==> src/rtl/btb_update_queue.sv <==
// btb_update_queue: producer side of the ROB->BTB update path.
// Retired branches are compacted into an in-order circular queue and drained
// onto rob_packet. Entries that share a BTB index are spread across cycles so
// that no two packets issued together update the same BTB slot.
// Optional macro BTB_UPD_BYPASS_EN: when the queue is empty, this cycle's
// branches go straight to rob_packet. Any that are held back by an index
// conflict are queued as usual.

`ifndef WIDTH
`define WIDTH 2
`endif
`ifndef XLEN
`define XLEN 32
`endif

package btb_update_queue_pkg;
  typedef struct packed {
    logic             isbranch;
    logic             uncond;
    logic             mispredict;
    logic [`XLEN-1:0] pc;
    logic [`XLEN-1:0] targetpc;
  } ROB_BTB_packet;
endpackage

module btb_update_queue
  import btb_update_queue_pkg::*;
#(
  parameter int WIDTH  = `WIDTH,
  parameter int DEPTH  = 8,
  parameter int IDX_LO = 2,
  parameter int IDX_HI = 9
) (
  input  logic                        clock,
  input  logic                        reset,
  input  logic [WIDTH-1:0]            retire_valid,
  input  logic [WIDTH-1:0]            retire_isbranch,
  input  logic [WIDTH-1:0]            retire_uncond,
  input  logic [WIDTH-1:0]            retire_mispredict,
  input  logic [WIDTH-1:0][`XLEN-1:0] retire_pc,
  input  logic [WIDTH-1:0][`XLEN-1:0] retire_targetpc,
  output logic                        retire_ready,
  output ROB_BTB_packet [WIDTH-1:0]   rob_packet,
  output logic [$clog2(DEPTH):0]      q_count,
  output logic [7:0]                  drop_cnt
);
  localparam int PTR_W = $clog2(DEPTH);
  localparam int CNT_W = PTR_W + 1;

  ROB_BTB_packet             mem [DEPTH];
  logic [PTR_W-1:0]          head, tail;
  logic [CNT_W-1:0]          count;

  ROB_BTB_packet [WIDTH-1:0] cand;
  logic [WIDTH-1:0]          cand_v;
  logic [CNT_W-1:0]          cand_cnt;
  ROB_BTB_packet [WIDTH-1:0] src;
  logic [WIDTH-1:0]          src_v;
  logic                      bypass;
  logic [CNT_W-1:0]          n_issue;
  logic [CNT_W-1:0]          deq_n;
  logic [CNT_W-1:0]          enq_n;
  logic [CNT_W-1:0]          enq_off;
  logic [WIDTH-1:0]          enq_we;
  logic                      drop;
  logic [8:0]                drop_sum;

`ifdef BTB_UPD_BYPASS_EN
  assign bypass = (count == '0);
`else
  assign bypass = 1'b0;
`endif

  assign retire_ready = (CNT_W'(DEPTH) - count) >= CNT_W'(WIDTH);
  assign q_count      = count;

  // Compact retiring branches into ascending candidate slots.
  always_comb begin
    logic [CNT_W-1:0] run;
    run    = '0;
    cand   = '0;
    cand_v = '0;
    for (int k = 0; k < WIDTH; k++) begin
      if (retire_valid[k] && retire_isbranch[k]) begin
        for (int i = 0; i < WIDTH; i++) begin
          if (run == CNT_W'(i)) begin
            cand_v[i]          = 1'b1;
            cand[i].isbranch   = 1'b1;
            cand[i].uncond     = retire_uncond[k];
            cand[i].mispredict = retire_mispredict[k];
            cand[i].pc         = retire_pc[k];
            cand[i].targetpc   = retire_targetpc[k];
          end
        end
        run = run + CNT_W'(1);
      end
    end
    cand_cnt = run;
  end

  // Select what competes for issue: queue head entries, or fresh candidates on bypass.
  always_comb begin
    src   = '0;
    src_v = '0;
    for (int j = 0; j < WIDTH; j++) begin
      if (bypass) begin
        src[j]   = cand[j];
        src_v[j] = cand_v[j];
      end else begin
        src[j]   = mem[head + PTR_W'(j)];
        src_v[j] = (count > CNT_W'(j));
      end
    end
  end

  // Issue in order, stopping at the first empty slot or BTB index conflict.
  always_comb begin
    logic stop;
    logic hit;
    stop       = 1'b0;
    hit        = 1'b0;
    n_issue    = '0;
    rob_packet = '0;
    for (int j = 0; j < WIDTH; j++) begin
      hit = 1'b0;
      for (int p = 0; p < WIDTH; p++) begin
        if (p < j && src[p].pc[IDX_HI:IDX_LO] == src[j].pc[IDX_HI:IDX_LO])
          hit = 1'b1;
      end
      if (!src_v[j] || hit)
        stop = 1'b1;
      if (!stop) begin
        rob_packet[j] = src[j];
        n_issue       = n_issue + CNT_W'(1);
      end
    end
  end

  // Enqueue bookkeeping: bypassed candidates are skipped, overflow drops the whole group.
  always_comb begin
    enq_off  = bypass ? n_issue : '0;
    deq_n    = bypass ? '0 : n_issue;
    enq_n    = retire_ready ? (cand_cnt - enq_off) : '0;
    drop     = (cand_cnt != '0) && !retire_ready;
    drop_sum = {1'b0, drop_cnt} + 9'(cand_cnt);
    enq_we   = '0;
    for (int i = 0; i < WIDTH; i++)
      enq_we[i] = retire_ready && cand_v[i] && (CNT_W'(i) >= enq_off);
  end

  // Queue storage; stale contents are harmless because occupancy gates every read.
  always_ff @(posedge clock) begin
    if (!reset) begin
      for (int i = 0; i < WIDTH; i++)
        if (enq_we[i])
          mem[tail + PTR_W'(i) - PTR_W'(enq_off)] <= cand[i];
    end
  end

  // Pointers, occupancy and the saturating drop counter.
  always_ff @(posedge clock) begin
    if (reset) begin
      head     <= '0;
      tail     <= '0;
      count    <= '0;
      drop_cnt <= '0;
    end else begin
      head  <= head + PTR_W'(deq_n);
      tail  <= tail + PTR_W'(enq_n);
      count <= count + enq_n - deq_n;
      if (drop)
        drop_cnt <= drop_sum[8] ? 8'hFF : drop_sum[7:0];
    end
  end

endmodule

==> config.mk <==
export PLATFORM = sky130hd
export DESIGN_NAME = btb_update_queue
export DESIGN_NICKNAME = d
export VERILOG_FILES = /design/src/rtl/btb_update_queue.sv
export SDC_FILE = /design/constraint.sdc
export NUM_CORES = 1
export LEC_CHECK = 0
export BUFFER_PORTS_ARGS = -buffer_cell sky130_fd_sc_hd__buf_2
export CORE_MARGIN = 2
export CORE_UTILIZATION = 25
export DETAILED_ROUTE_END_ITERATION = 10
export GPL_TIMING_DRIVEN = 0
export HOLD_SLACK_MARGIN = 0.03
export PLACE_DENSITY_LB_ADDON = 0.08
export SYNTH_ARGS = -nofsm -noshare
export SYNTH_HDL_FRONTEND = slang
export SYNTH_SLANG_ARGS = --single-unit
==> constraint.sdc <==
create_clock -name clock -period 12.8 [get_ports clock]
set_input_delay 0.64 -clock clock [delete_from_list [all_inputs] [get_ports clock]]
set_output_delay 0.64 -clock clock [all_outputs]
set_load 0.005 [all_outputs]
* Yosys cells after proc, flatten, opt, wreduce, memory -nomap -nowiden
Memories as Yosys holds them, arrays and structs flattened. A register that Yosys moved wholly into a read port is not among the register bits.
Cells that the tools add are included.
** Cells by class
- Add/subtract/negate cells :: 10
- Order comparisons :: 3
- Eq/ne operators :: 2
- Multiplexer cells :: 26
- Reductions and logical operators :: 10
** Operators with widths (number)
- 2-to-1 mux 67 bit :: 5
- 2-to-1 mux 134 bit :: 1
- 2-to-1 mux 1 bit :: 14
- 2-to-1 mux 4 bit :: 3
- adder 8 x 4 -> 9 bit :: 1
- adder 4 x 1 -> 4 bit (second input constant) :: 2
- == test 8 bit :: 1
- greater-than comparator 4 x 1 -> 1 bit (second input constant) :: 2
- 2-to-1 mux 8 bit :: 1
- adder 3 x 1 -> 3 bit (second input constant) :: 2
- adder 3 bit :: 2
- logical AND 1 bit :: 5
- adder 4 bit :: 1
- == test 4 x 1 -> 1 bit (second input constant) :: 1
- >= comparator 4 x 2 -> 1 bit (second input constant) :: 1
- logical NOT 4 bit :: 1
- nonzero test 4 bit :: 1
- subtractor 4 bit :: 1
- subtractor 4 bit (first input constant) :: 1
- 2-to-1 mux 3 bit :: 1
- logical NOT 1 bit :: 2
- 2-to-1 mux 2 bit :: 1
- logical OR 1 bit :: 1
** Word-level totals
- Flip-flop bits (word level) :: 18
- Bits in writable memories :: 536
- Bits of input ports :: 138
- Output and inout bits :: 147
- Word-level logic and storage cells :: 56
- Memories :: 1
** Memories
- mem :: words 8, width 67, read ports 2, clocked after memory_dff 1, wr ports 2, line 50 : ROB_BTB_packet mem [DEPTH];

* Logic depth before layout (Yosys ltp)
Gate-level depths: netlist of run 1.
- Depth in word-level cells :: 9
- Mapped depth :: 18
- Depth with buffers taken out :: 15

* Worst setup path after synthesis of run 1
OpenSTA, ideal clock, no wires.
- Kind :: input -> register
- Start :: input retire_valid[1]
- End :: memory mem[1][0] (netlist bit), enable pin
- Setup time :: 0.592 ns
- Arrival time :: 6.620 ns
- Required time :: 12.208 ns
- Path slack :: 5.588 ns
- Stages :: 5
- Path buffers :: 1
- Cells stage by stage :: nand2_1 -> ha_1 -> buf_1 -> or4_1 -> o31ai_1
** RTL lines
- start: declaration :: line 36 : input logic [WIDTH-1:0] retire_valid,
- end: declaration :: line 50

==> metrics.txt, run 1 <==
clk_lat worst skew=about 0.64 ns; vias in the first global route=approximately 27000; RSZ-0062 raised after global routing=false; Hold EP=drop_cnt[0]; GR Overflow Total=0; CTS tree=built; wire per inst=30.3 microns; Register Area=roughly 0.016 sq mm; WL final=approximately 160000 microns; run status=finished, final reports clean; CTS Root Cell=clkbuf_16; Clk pwr share=a little over a quarter; Final Cycle Share=54.0%; Pleak=14.5 nW; power per standard cell area=approximately 200 mW/mm^2; Worst R2R Path Depth=11; combinational power share=46.6%; Gate Count Post-Synth=2955; IO Port Bufs=284; Post-Syn Area=0.0327 sq mm; post-synthesis xor/xnor area fraction=0.750%; cts bufs inserted=just over 70; worst vdd ir=0.103 mV; Core Area=between 0.1 and 0.15 sq mm; #FFs+latches synth=554; fin. max-slew vios=0; Switching Fraction=40.4%; Hold Fails Final Rpt=0; first-pass GRT wire length=214000 microns; die area=roughly 0.13 sq mm; CTS Sinks=about 550; final setup vio count=0; area of the multi-input gates=0.0149 sq mm; largest net degree at the start of global routing=40; Worst setup EP type=flop; Initial Util=25.2%; Ys Warns=0; setup TNS=0 ns; Post-synth ARST share=0%; largest cells by area after synthesis=edfxtp_1 (49%), mux4_2 (19%), a21oi_1 (7.1%), nand2_1 (5.6%), nor2_1 (4.0%); r2r startpoint=q_count[0]; R2R Setup Slk=6.94 ns; Pre-Repair DR Iteration Count=6; crit path max fanout=17; syn_nets=3117; Post-synth EDFFs=about 540; Area growth, synth to finish=19.8%; compound-gate portion of the synthesized area=12.3%; Psw=0.00319 W; Die Height=366 microns; hold buffers post-CTS=0; clk slew on worst S/H paths=roughly 0.050 ns; Placed Area=0.0369 sq mm; IO Count=285; maxcap violations=0; register area share after synthesis=50.3%; Most used DFF post-synth=edfxtp_1; post-synth top area share=approximately half; postcts setup bufs=0; WP data arrival=7.22 ns; syn avg cell area=11.1 sq um; fin crit period=6.91 ns; gr usage total=23.0%; layout cells sized above 1=24.1%; chip width=366 microns; via count=between 20000 and 30000; share of power burned in registers=27.4%; post-route cell area=0.0392 sq mm; row count=approximately 130; Initial DRC Count=2591; Slew HR=around a tenth; Pint=0.00471 W; hold_sp=drop_cnt[0]; Tot Pwr=0.00790 W; initial antenna violation count=8; most frequent cells in the layout=edfxtp_1 (536), nand2_1 (487), a21oi_1 (465), buf_2 (392), nor2_1 (352); Routed Antenna Nets=0; DP HPWL=106000 microns; min-delay worst type=flop to flop; worst path required time=about 13 ns; hold path depth=2; Vias per Instance=5.22; commonest non-fill, non-tap cell in the layout=edfxtp_1; H-tree levels=3; worst reg2reg endpoint=mem[4][26]; post-synthesis simple-gate area fraction=12.0%; adder-cell area share of the yosys netlist=1.03%; post-synthesis mux area share=19.1%; Yosys cell types=53; Setup CP Type=primary input to flop; post-synth top area cell=edfxtp_1; Final nets=approximately 3500; clk_skew=0.0314 ns; Worst setup SP type=primary input; Fmax=145 MHz; Worst-Margin Slew=1.35 ns; Clock Tree Buf Depth=3; drt drc=0; Placer Congestion=approximately 0.79; main combinational cell family by area after synthesis=multiplexers; pre-CTS WS=roughly 5.1 ns; PnR worst setup slack=roughly 6 ns; Layout fillers=roughly 13000; post-CTS sizing=0
[worst max-delay path: stages]
cell      delay, ns
buf_2          0.07
nand2_1        0.13
inv_1          0.69
clkbuf_1       0.73
clkbuf_1       0.57
ha_1           0.43
inv_1          0.20
or3_1          0.39
clkbuf_1       0.17
nor3_4         0.83
clkbuf_1       0.74
buf_2          0.46
o21bai_4       0.41
buf_16         0.25
buf_16         0.18
buf_12         0.22
[layer usage]
layer	track usage, %	vias up	wire length [microns]
li1	-	11753	-
met1	32.0	13809	69200
met2	37.3	1019	73000
met3	3.21	186	9360
met4	6.33	0	3840
met5	0	-	0
[cell type report]
cell class	count	area share, %
diodes	4	0.0256
plain buffers	318	3.51
clock buffers	88	4.92
clock inverters	34	0.898
inverters	25	0.240
multi-input cells	2058	37.9
flip-flops and latches	554	42.0
well taps	1742	5.56
repair buffers	307	4.91
[synth_stat cells (3+ instances only)]
cell and count:
edfxtp_1 536, nand2_1 489, a21oi_1 465, nor2_1 352, mux4_2 269, o21ai_0 203, clkbuf_1 166, buf_2 108
and3_1 68, a22oi_1 67, buf_1 28, inv_1 24, xnor2_1 20, ha_1 19, dfxtp_1 18, mux2i_1 17
clkbuf_2 10, nor2b_1 8, xor2_1 8, nor3_1 7, nand4_1 6, fa_1 5, nand3_1 5, o21ai_1 5
and2_1 4, buf_4 4, nand2b_1 4, a31oi_1 3, nor3_2 3, nor3b_1 3, or3_1 3
[state kept, by name, indices dropped and copies added, names as in the netlist]
signal	count
drop_cnt	8
tail	3
mem	536
q_count	4
head	3
[power groups by stage]
stage	Clock (W)	Sequential (W)	Combinational [W]
after floorplan	0	0.00219	0.00208
after global placement	0	0.00223	0.00371
after detailed placement	0	0.00220	0.00373
after CTS	0.00210	0.00216	0.00374
after global routing	0.00215	0.00217	0.00395
final	0.00206	0.00216	0.00368
[per-stage QoR]
step                      instances  utilization [%]  hold WS (ns)
after detailed placement       5004             28.5         0.536
after floorplan                2955                -         0.508
after CTS                      5126             30.2         0.531
final                          5130             30.2         0.553
after global placement         4981             28.0         0.523
after global routing           5126             30.2         0.551
[how the worst max path moves through the flow]
stage / startpoint / end / slack [ns] / cells past startpoint
2_1_floorplan: retire_valid[1] / mem[1][0] / 5.59 / 5
3_3_place_gp: retire_valid[1] / mem[5][27] / -3.12 / 6
3_5_place_dp: retire_valid[0] / mem[7][13] / 5.14 / 16
4_1_cts: retire_valid[0] / mem[7][26] / 5.74 / 16
5_1_grt: retire_valid[0] / mem[7][26] / 5.67 / 16
6_report: retire_valid[0] / mem[7][28] / 5.89 / 16
[logic make-up after synthesis]
kind of cell | count (synthesis)
multiplexers | 288
XOR/XNOR | 28
adder cells (fa/ha/maj) | 24
AO/OA/AOI/OAI | 758
flip-flops | 554
AND/OR/NAND/NOR | 960
buffers and inverters | 343
Power figures use the tool's default switching activity.
==> run 2, diff against run 1 <==
- ABC_AREA: unset -> 1
- clock period: 12.8 -> 6.5 ns (I/O delays scaled with it)
==> run 2 against run 1 <==
- final cell count rose by 29%
- global-route usage increased by 3.1 points
- largest power group unchanged
- via count up 31%
- routed wire length increased by 21%
- sequential share of layout area fell by 1.4 points
- die area increased by 4.1%
- critical path type unchanged
==> metrics.txt, run 2 <==
run status=finished, final reports clean; Placer Congestion=around 0.9; Post-Syn Area=0.0340 sq mm; Initial DRC Count=4206; largest net degree at the start of global routing=24; post-synth top area share=47.3%; commonest non-fill, non-tap cell in the layout=nand2_1; Clock Tree Buf Depth=3; Psw=0.00850 W; worst path required time=6.83 ns; combinational power share=52.8%; post-layout util=between 20 and 30%; Layout fillers=14540; GR Overflow Total=0; Initial Util=between 20% and 30%; final setup vio count=0; Tot Pwr=approximately 0.017 W; Post-synth ARST share=0%; Most used DFF post-synth=edfxtp_1; clk_skew=0.0234 ns; diode count=0; CTS Root Cell=clkbuf_16; Top reg by flops=mem; gr usage total=26.1%; WL final=188000 microns; most frequent cells in the layout=nand2_1 (1282), o21ai_0 (746), edfxtp_1 (536), buf_2 (372), nand3_1 (339); initial antenna violation count=6; max reg flops=536; fin. max-slew vios=0; share of power burned in registers=24.6%; postcts setup bufs=0; CTS Sinks=between 500 and 600; register area share after synthesis=48.3%; die area=0.139 sq mm; setup TNS=0 ns; row count=135; Switching Fraction=48.8%; post-synth top area cell=edfxtp_1; Vias per Instance=5.34; clk slew on worst S/H paths=about 0.06 ns; Worst setup EP type=flop; post-CTS sizing=0; power per standard cell area=430 mW/mm^2; first-pass GRT wire length=around 260000 microns; clk_lat worst skew=roughly 0.65 ns; worst vdd ir=0.186 mV; Clk pwr share=between 20% and 30%; CTS tree=built; maxcap violations=0; IO Count=285; vias in the first global route=33673; hold buffers post-CTS=0; crit path max fanout=19; Area growth, synth to finish=19.2%; Placed Area=0.0384 sq mm; largest cells by area after synthesis=edfxtp_1 (47%), nand2_1 (14%), o21ai_0 (11%), nand3_1 (5.0%), nor2_1 (3.6%); via count=35189; Slew HR=13.1%; Pleak=15.5 nW; Post-synth EDFFs=roughly 540; Gate Count Post-Synth=approximately 4400; Pint=0.00893 W; syn avg cell area=7.78 sq um; post-route cell area=between 0.04 and 0.05 sq mm; Yosys cell types=36; DP HPWL=137000 microns; Final Cycle Share=about nine tenths; pre-CTS WS=0.0102 ns; cts bufs inserted=73; #FFs+latches synth=roughly 550; wire per inst=28.5 microns; Core Area=0.135 sq mm; Worst setup SP type=primary input; Fmax=169 MHz; Final nets=4923; syn_nets=4538; Routed Antenna Nets=0; chip width=between 300 and 400 microns; RSZ-0062 raised after global routing=false; min-delay worst type=primary input to flop; Worst-Margin Slew=1.30 ns; layout cells sized above 1=11.3%; PnR worst setup slack=just under 0.6 ns; Hold Fails Final Rpt=0; most frequently used cell type in the post-synthesis netlist=nand2_1; WP data arrival=approximately 6.2 ns; Die Height=373 microns; drt drc=0; Setup CP Type=primary input to flop; synth cell count leaders=nand2_1 (1282), o21ai_0 (754), edfxtp_1 (536); Pre-Repair DR Iteration Count=6; fin crit period=5.91 ns; H-tree levels=3; IO Port Bufs=around 280; Ys Warns=0
## run 2: kinds of logic (layout without fill, tap and decap cells)
kind of cell	Yosys count	after routing	share of synthesized area, %
simple gates	1966	1966	23.0
fa+ha+maj	24	24	0.992
compound gates	1281	1281	20.4
flops	554	554	48.3
xor+xnor	9	9	0.309
buf+inv	542	978	6.92
## run 2: worst paths after layout
path                   start          end  slack, ns  cells past startpoint
max          retire_valid[0]   mem[3][25]       0.59                     13
min reg2reg      drop_cnt[7]  drop_cnt[7]       0.49                      2
max reg2reg          head[1]   q_count[3]       1.17                     21
min                    reset  drop_cnt[7]       0.08                      2
## run 2: power by group through the flow
stage                     Combinational [W]  Clock [W]  Sequential, W
final                               0.00919    0.00395        0.00428
after global routing                0.00980    0.00411        0.00430
after CTS                           0.00910    0.00400        0.00428
after detailed placement            0.00907          0        0.00435
after global placement              0.00902          0        0.00444
after floorplan                     0.00460          0        0.00434
## run 2: layout make-up
cell class / count / area (sq um) / share of cell area [%]
well taps: 1781 / 2230 / 5.49
repair buffers: 310 / 2010 / 4.95
multi-input cells: 3280 / 15300 / 37.8
clock inverters: 29 / 183 / 0.450
clock buffers: 97 / 2000 / 4.94
flip-flops and latches: 554 / 16500 / 40.6
inverters: 171 / 642 / 1.58
plain buffers: 371 / 1720 / 4.24
## run 2: layer usage
| layer | track usage (%) | part of all wire, % | up-vias |
|---|---|---|---|
| met4 | 9.78 | 3.7 | 2 |
| met1 | 35.5 | 44 | 17184 |
| li1 | - | - | 16004 |
| met2 | 40.6 | 44 | 1704 |
| met5 | 0 | 0.0043 | - |
| met3 | 5.26 | 8.2 | 295 |
## run 2: worst max-delay path, cell delays in order
cell      delay, ns
buf_2          0.07
nand2_1        0.20
inv_2          0.40
clkbuf_2       0.73
clkbuf_1       0.76
ha_1           0.55
nand3_1        0.39
nor2_1         0.31
nand2_1        0.77
clkbuf_1       0.62
o21ai_4        0.50
buf_12         0.29
buf_12         0.23
## run 2: metrics by stage
| stage | cells | hold slack (ns) |
|---|---|---|
| 2_1_floorplan | 4376 | 0.475 |
| 3_3_place_gp | 6440 | 0.480 |
| 3_5_place_dp | 6467 | 0.487 |
| 4_1_cts | 6593 | 0.0527 |
| 5_1_grt | 6593 | 0.119 |
| 6_report | 6593 | 0.0808 |
